## config.mk

```make
export PLATFORM = sky130hd
export DESIGN_NAME = mem_bus_ctrl
export DESIGN_NICKNAME = d
export VERILOG_FILES = /design/src/rtl/mem_bus_ctrl_pkg.sv /design/src/rtl/bus_wait_counter.sv /design/src/rtl/mem_bus_ctrl.sv
export SDC_FILE = /design/constraint.sdc
export NUM_CORES = 1
export LEC_CHECK = 0
export ABC_AREA = 0
export BUFFER_PORTS_ARGS = -buffer_cell sky130_fd_sc_hd__buf_4
export CORE_MARGIN = 2
export CORE_UTILIZATION = 48
export CTS_CLUSTER_DIAMETER = 50
export DETAILED_ROUTE_END_ITERATION = 8
export PLACE_DENSITY = 0.8
export SYNTH_ARGS = -nofsm -noshare
export SYNTH_HDL_FRONTEND = slang
export SYNTH_SLANG_ARGS = --single-unit
```

## constraint.sdc

```tcl
create_clock -name clock -period 2.3 [get_ports clock]
set_input_delay 0.46 -clock clock [delete_from_list [all_inputs] [get_ports clock]]
set_output_delay 0.46 -clock clock [all_outputs]
set_load 0.02 [all_outputs]
```

## src/rtl/mem_bus_ctrl_pkg.sv

```systemverilog
`default_nettype none
// ============================================================================
// Module      : mem_bus_ctrl_pkg
// Description : Shared types and constants for the memory bus controller.
// Revision    : 1.0 - initial release
// ============================================================================
package mem_bus_ctrl_pkg;

    // Bus controller states
    typedef enum logic [1:0] {
        BUS_IDLE = 2'd0,
        BUS_RD   = 2'd1,
        BUS_WR   = 2'd2,
        BUS_DONE = 2'd3
    } bus_state_t;

    // Default number of cycles to wait for the memory acknowledge
    localparam int DEFAULT_BUS_TIMEOUT = 255;

    // Value returned as read data when a read times out
    localparam logic [15:0] RD_ERR_FILL = 16'hFFFF;

endpackage
`default_nettype wire

```

## src/rtl/bus_wait_counter.sv

```systemverilog
`default_nettype none
// ============================================================================
// Module      : bus_wait_counter
// Description : Wait-state counter with synchronous load to zero, increment,
//               saturation at all-ones and a terminal-count flag at LIMIT-1.
// Revision    : 1.0 - initial release
// ============================================================================
module bus_wait_counter #(
    parameter int W     = 8,
    parameter int LIMIT = 255
) (
    input  logic clk,
    input  logic rst_n,
    input  logic i_load,
    input  logic i_inc,
    output logic o_tc
);

    localparam logic [W-1:0] CNT_MAX = '1;
    localparam logic [W-1:0] TC_VAL  = W'(LIMIT - 1);

    logic [W-1:0] cnt_q;
    logic [W-1:0] cnt_d;

    // Next count: load wins over increment; increment stops at all-ones
    always_comb begin
        cnt_d = cnt_q;
        if (i_load) begin
            cnt_d = '0;
        end else if (i_inc && (cnt_q != CNT_MAX)) begin
            cnt_d = cnt_q + W'(1);
        end
    end

    // Count register
    always_ff @(posedge clk or negedge rst_n) begin
        if (!rst_n) begin
            cnt_q <= '0;
        end else begin
            cnt_q <= cnt_d;
        end
    end

    assign o_tc = (cnt_q == TC_VAL);

endmodule
`default_nettype wire

```

## src/rtl/mem_bus_ctrl.sv

```systemverilog
`default_nettype none
// ============================================================================
// Module      : mem_bus_ctrl
// Description : Latches datapath memory accesses, drives active-low memory
//               strobes until mem_ready, returns read data, stalls the control
//               path while busy and flags accesses that are never acknowledged.
// Revision    : 1.0 - initial release
// ============================================================================
module mem_bus_ctrl
    import mem_bus_ctrl_pkg::*;
#(
    parameter int ADDR_W  = 16,
    parameter int DATA_W  = 16,
    parameter int TIMEOUT = DEFAULT_BUS_TIMEOUT
) (
    input  logic              clock,
    input  logic              reset_L,
    input  logic              re_L,
    input  logic              we_L,
    input  logic [ADDR_W-1:0] addr,
    input  logic [DATA_W-1:0] wdata,
    output logic [DATA_W-1:0] rdata,
    output logic              stall,
    output logic              bus_err,
    input  logic              err_clr,
    output logic [ADDR_W-1:0] mem_addr,
    output logic [DATA_W-1:0] mem_wdata,
    output logic              mem_rd_L,
    output logic              mem_wr_L,
    input  logic [DATA_W-1:0] mem_rdata,
    input  logic              mem_ready
);

    localparam int CNT_W = $clog2(TIMEOUT + 1);

    bus_state_t        state_q,     state_d;
    logic [ADDR_W-1:0] mem_addr_q,  mem_addr_d;
    logic [DATA_W-1:0] mem_wdata_q, mem_wdata_d;
    logic [DATA_W-1:0] rdata_q,     rdata_d;
    logic              bus_err_q,   bus_err_d;
    logic              mem_rd_L_q,  mem_rd_L_d;
    logic              mem_wr_L_q,  mem_wr_L_d;
    logic              armed_q,     armed_d;

    logic              cnt_load;
    logic              cnt_inc;
    logic              cnt_tc;
    logic              timeout;
    logic              req_valid;

    // Wait-state counter, loaded on access start, bumped per unacknowledged cycle
    bus_wait_counter #(
        .W     (CNT_W),
        .LIMIT (TIMEOUT)
    ) u_wait_cnt (
        .clk    (clock),
        .rst_n  (reset_L),
        .i_load (cnt_load),
        .i_inc  (cnt_inc),
        .o_tc   (cnt_tc)
    );

    // A request only counts once the previous one has been withdrawn
    assign req_valid = armed_q && (!re_L || !we_L);

    // Next-state, latching, timeout and strobe decode
    always_comb begin
        state_d     = state_q;
        mem_addr_d  = mem_addr_q;
        mem_wdata_d = mem_wdata_q;
        rdata_d     = rdata_q;
        cnt_load    = 1'b0;
        cnt_inc     = 1'b0;
        timeout     = 1'b0;
        armed_d     = armed_q | (re_L & we_L);

        case (state_q)
            BUS_IDLE: begin
                // Read has priority when both requests are asserted
                if (armed_q && !re_L) begin
                    mem_addr_d = addr;
                    cnt_load   = 1'b1;
                    state_d    = BUS_RD;
                end else if (armed_q && !we_L) begin
                    mem_addr_d  = addr;
                    mem_wdata_d = wdata;
                    cnt_load    = 1'b1;
                    state_d     = BUS_WR;
                end
            end
            BUS_RD: begin
                if (mem_ready) begin
                    rdata_d = mem_rdata;
                    state_d = BUS_DONE;
                end else if (cnt_tc) begin
                    timeout = 1'b1;
                    rdata_d = DATA_W'(RD_ERR_FILL);
                    state_d = BUS_DONE;
                end else begin
                    cnt_inc = 1'b1;
                end
            end
            BUS_WR: begin
                if (mem_ready) begin
                    state_d = BUS_DONE;
                end else if (cnt_tc) begin
                    timeout = 1'b1;
                    state_d = BUS_DONE;
                end else begin
                    cnt_inc = 1'b1;
                end
            end
            BUS_DONE: begin
                state_d = BUS_IDLE;
            end
            default: begin
                state_d = BUS_IDLE;
            end
        endcase

        // Entering DONE disarms until the control word goes idle again
        if (state_d == BUS_DONE) begin
            armed_d = 1'b0;
        end

        // A timeout in the same cycle as a clear leaves the flag set
        bus_err_d  = timeout | (bus_err_q & ~err_clr);

        // Strobes are registered from the next state so they track RD/WR exactly
        mem_rd_L_d = (state_d != BUS_RD);
        mem_wr_L_d = (state_d != BUS_WR);
    end

    // Controller state and registered outputs; reset aborts any access
    always_ff @(posedge clock or negedge reset_L) begin
        if (!reset_L) begin
            state_q     <= BUS_IDLE;
            mem_addr_q  <= '0;
            mem_wdata_q <= '0;
            rdata_q     <= '0;
            bus_err_q   <= 1'b0;
            mem_rd_L_q  <= 1'b1;
            mem_wr_L_q  <= 1'b1;
            armed_q     <= 1'b1;
        end else begin
            state_q     <= state_d;
            mem_addr_q  <= mem_addr_d;
            mem_wdata_q <= mem_wdata_d;
            rdata_q     <= rdata_d;
            bus_err_q   <= bus_err_d;
            mem_rd_L_q  <= mem_rd_L_d;
            mem_wr_L_q  <= mem_wr_L_d;
            armed_q     <= armed_d;
        end
    end

    // Stall while an access is in flight or about to start
    always_comb begin
        stall = 1'b0;
        if ((state_q == BUS_RD) || (state_q == BUS_WR)) begin
            stall = 1'b1;
        end else if ((state_q == BUS_IDLE) && req_valid) begin
            stall = 1'b1;
        end
    end

    assign mem_addr  = mem_addr_q;
    assign mem_wdata = mem_wdata_q;
    assign rdata     = rdata_q;
    assign bus_err   = bus_err_q;
    assign mem_rd_L  = mem_rd_L_q;
    assign mem_wr_L  = mem_wr_L_q;

endmodule
`default_nettype wire

```

* Word-level counts from Yosys, hierarchy flattened *
Index checks and enable logic that the tools add are counted.

word-level totals
  register bits = 62
  bits of input ports = 54
  output and inout port bits = 52
  word-level logic and storage cells = 64

operators by class
  add/sub/neg operators = 1
  equality and inequality tests = 8
  mux-type cells = 23
  bitwise logic cells = 6
  reduce and logical (&&, ||, !) cells = 17

operators by type and width
  kind                 number
  $mux 16              4
  $mux 8               2
  $mux 1               12
  $add 8x1->8 const B  1
  $eq 8x8->1 const B   1
  $mux 2               4
  $ne 8x8->1 const B   1
  $eq 2x2->1 const B   3
  $pmux 2 s3           1
  $reduce_bool 2->1    3
  $logic_and 1x1->1    5
  $reduce_and 2->1     2
  $reduce_and 3->1     1
  $and 1x1->1          2
  $eq 2x1->1 const B   1
  $logic_not 1->1      2
  $logic_not 2->1      1
  $logic_or 1x1->1     2
  $ne 2x1->1 const B   1
  $ne 2x2->1 const B   1
  $not 1->1            2
  $or 1x1->1           2
  $reduce_or 2->1      1

* Longest topological paths before layout *
  word-level depth = 7
  gate-level depth with buffers = 8

* By module *
From an unflattened synthesis, not the netlist that was laid out.

second synthesis, totals
  cell total of the unflattened synthesis = 186
  area total of the unflattened synthesis = 2617.5 µm²

modules (own cells, without submodules)
  module            times used  cells each  area each (µm²)
  mem_bus_ctrl      1           133         2122.0
  bus_wait_counter  1           53          495.5

* Worst setup path before layout *
Ideal clock, no wire load.

  path kind = register to output
  from = register state_q[1]
  to = output stall
  data arrival time = 1.499 ns
  required time = 1.840 ns
  path slack = 0.341 ns
  stages on the path, launching flop included = 8
  buffers on the path = 2
  cell sequence = dfrtp_1 inv_1 ha_1 buf_2 nand2_1 a21oi_2 buf_2 or2_1

on the way
  word-level cells in the longest chain between the ends = 4
  elaborated cells between the ends (all ways) = 7
  those cells by class = eq/ne: 2; mux: 2; reduce/logical: 3

RTL lines
  element                   line                 RTL
  start: declaration        mem_bus_ctrl.sv:36   bus_state_t state_q, state_d;
  start signal: assignment  mem_bus_ctrl.sv:146  state_q <= state_d;
  $logic_not 2->1           mem_bus_ctrl.sv:162  end else if ((state_q == BUS_IDLE) && req_valid) begin
  $logic_and 1x1->1         mem_bus_ctrl.sv:162
  $mux 1                    mem_bus_ctrl.sv:162
  $mux 1 (*)                mem_bus_ctrl.sv:160  if ((state_q == BUS_RD) || (state_q == BUS_WR)) begin
  end: declaration          mem_bus_ctrl.sv:23   output logic stall,

Mark *: on every way between the ends. The rest lies on a longest branch, timed or not.

* Worst setup path in the final report *
  from = register state_q[0]
  to = output stall

Same word-level chain as after synthesis.

==> metrics.yaml <==
maxCapViolCount: 0
post_cts_buffers: 0
place_congestion: 0.742
path_clk_slew_ns: 0.06
p_sw_w: 0.00194
drc: 0
die_width_microns: 77.2
num-fill-cells: 377
crit_path_start_kind: "flip-flop"
synthMuxAreaShare: 0.140
yosysWarningCount: 0
slowest_stage: "dfrtp_1"
end_kind: "output pin"
synth_xor_area_frac: 0.0136
worstSkewPairLatency_ns: 0.35
synth_top_family_by_area: "multiplexers"
clkPwrFrac: 0.196
p_per_area_nw_per_um2: 1470
path_cells: "inv_1, ha_1, nand2_1, a21oi_2, or2_1, buf_4"
cts_sinks: 62
crit_start: "state_q[0]$_DFF_PN0_"
internal_power_w: 0.00337
worst_slew_pin_slew_ns: 0.753
leakage_nw: 1.71
required_ns: 1.84
start_util: 0.501
final.setup_skew_ns: 0.0131
dr.pass1.iters: 4
hold_path_class: "in2async"
seq_power_share: 0.353
final_cell_mix: "buf_4, dfrtp_1, mux2_1"
rsz0062_at_grt: "false"
utilization: 0.704
drive_gt1_frac: 0.447
fin_crit_sh: 0.899
netlist_area_sq_um: 2570
postSynthAreaPerCell_sq_um: 13.8
path_buf_inv: 2
diodes: 0
core_area_sq_um: 5140
grt_overflow_total: 0
grt_util_all_layers: 0.200
min_period_ns: 2.07
path_max_fanout: 7
layout_commonest_cell: "buf_4"
final_nets: 353
clock_path_buffers: 2
rr_startpoint: "state_q[0]$_DFF_PN0_"
ys_seq_elements: 62
grt_start_max_net_pins: 63
antenna_found_initial: 0
synth_edf_count: 0
syn_inst: 186
synth_compound_area_frac: 0.114
drv_slew: 0
seq_area_frac_synth: 0.604
htree_levels: 3
synth_top_area_frac: 0.573
finalSetupViolations: 0
hpwl_mm: 4.04
critPathKind: "reg2out"
setup-tns-final_ns: 0
critPathMaxStageDelay_ns: 0.41
grt_pass1_wl_mm: 9.10
path_delay_family: "flip-flops"
fmax_mhz: 483
vdd_drop_max_mv: 0.790
syn_to_final_growth_pct: 40.4
p_sw_frac: 0.365
grt_pass1_vias: 1876
yosys-top-cells-area: "dfrtp_1, mux2_1, o22a_1, dfstp_2, ha_1"
final_antenna_net_count: 0
crit_arrival_ns: 1.61
portBuffers: 105
synth-simple-area-share: 0.0753
dieArea_sq_um: 5970
power_w: 0.00531
finalHoldViolCount: 0
vias: 1901
synthesis.nets: 244
postSynth.asyncResetShare: 1.00
ioPinCount: 106
status: "finished, final reports clean"
synth_fa_ha_area_frac: 0.0194
cts_buffers: 9
fp-row-count: 26
synth.distinct_cells: 39
fin_hold_ws_ns: 0.193
routedWlPerCell_microns: 15.1
slew_headroom: 0.498
synth_top_flop_cell: "dfrtp_1"
chipHeight_microns: 77.2
cts_root_buf: "clkbuf_8"
viasPerCell: 5.14
pwr-share-comb: 0.451
yosysTopAreaCell: "dfrtp_1"
routed_wl_mm: 5.57
drt_iter0_markers: 75
cts_tree: "done"
## worst paths after layout
path,end,slack (ns),cells past startpoint
hold reg to reg,mem_addr[5]$_DFFE_PN0P_,0.49,1
setup reg to reg,mem_wdata[7]$_DFFE_PN0P_,0.39,4
hold / removal,bus_err$_DFF_PN0_,0.19,1
min in group clock,bus_err$_DFF_PN0_,0.30,2
max in group asynchronous,mem_addr[9]$_DFFE_PN0P_,1.62,1
setup / recovery,stall,0.23,6
## flip-flops by register name (all words and copies together) (netlist names)
signal / flops
armed_q: 1
bus_err: 1
mem_addr: 16
mem_rd_L: 1
mem_wdata: 16
mem_wr_L: 1
rdata: 16
state_q: 2
u_wait_cnt.cnt_q: 8
## routing by layer
layer | vias up | wire (microns) | GRT usage
li1 | 897 | - | -
met3 | 16 | 350 | 0.0518
met5 | - | 0 | 0
met1 | 907 | 2330 | 0.247
met4 | 0 | 134 | 0.111
met2 | 81 | 2760 | 0.319
## per-stage QoR
stage | setup slack (ns) | std cells | area [sq um]
floorplan | 0.341 | 186 | 2570
detailed placement | 0.168 | 354 | 3400
CTS | 0.134 | 370 | 3610
global placement | 0.215 | 354 | 3400
global route | 0.0994 | 370 | 3620
finish | 0.232 | 370 | 3620
## synth_stat cells, drive strengths merged, types with 4 or more instances
cell type and number:
mux2 32, inv 7, ha 4, nor2 6
nand2 5, o22a 16, nand2b 4, o21ai 4
a21oi 7, dfrtp 59, buf 7
## logic make-up after synthesis
| group | after synthesis |
|---|---|
| AOI/OAI and AO/OA | 37 |
| xor gates and xnor gates | 4 |
| adders and majority gates | 4 |
| buffers and inverters | 15 |
| DFF | 62 |
| muxes | 32 |
| and+or+nand+nor | 32 |
## layout make-up
cell class / instances / area, sq um / share of cell area
inverters: 7 / 26.3 / 0.00727
repair buffers: 106 / 796 / 0.220
clock buffers: 12 / 145 / 0.0401
multi-input cells: 109 / 936 / 0.259
flip-flops and latches: 62 / 1560 / 0.430
well taps: 70 / 87.6 / 0.0242
clock inverters: 4 / 70.1 / 0.0194
## timing repair
action / CTS / global route
endpoints found under the hold margin: 0 / 0
gates resized for setup: 0 / 1
setup endpoints to repair: 0 / 6
hold buffers: 0 / 0
## power groups by stage
stage / Sequential (W) / Combinational [W] / Clock, W
after global routing: 0.00194 / 0.00256 / 0.00110
after floorplan: 0.00240 / 0.000892 / 0
after CTS: 0.00187 / 0.00243 / 0.00106
after detailed placement: 0.00189 / 0.00242 / 0
final: 0.00187 / 0.00240 / 0.00104
after global placement: 0.00186 / 0.00237 / 0
Power figures use the tool's default switching activity.
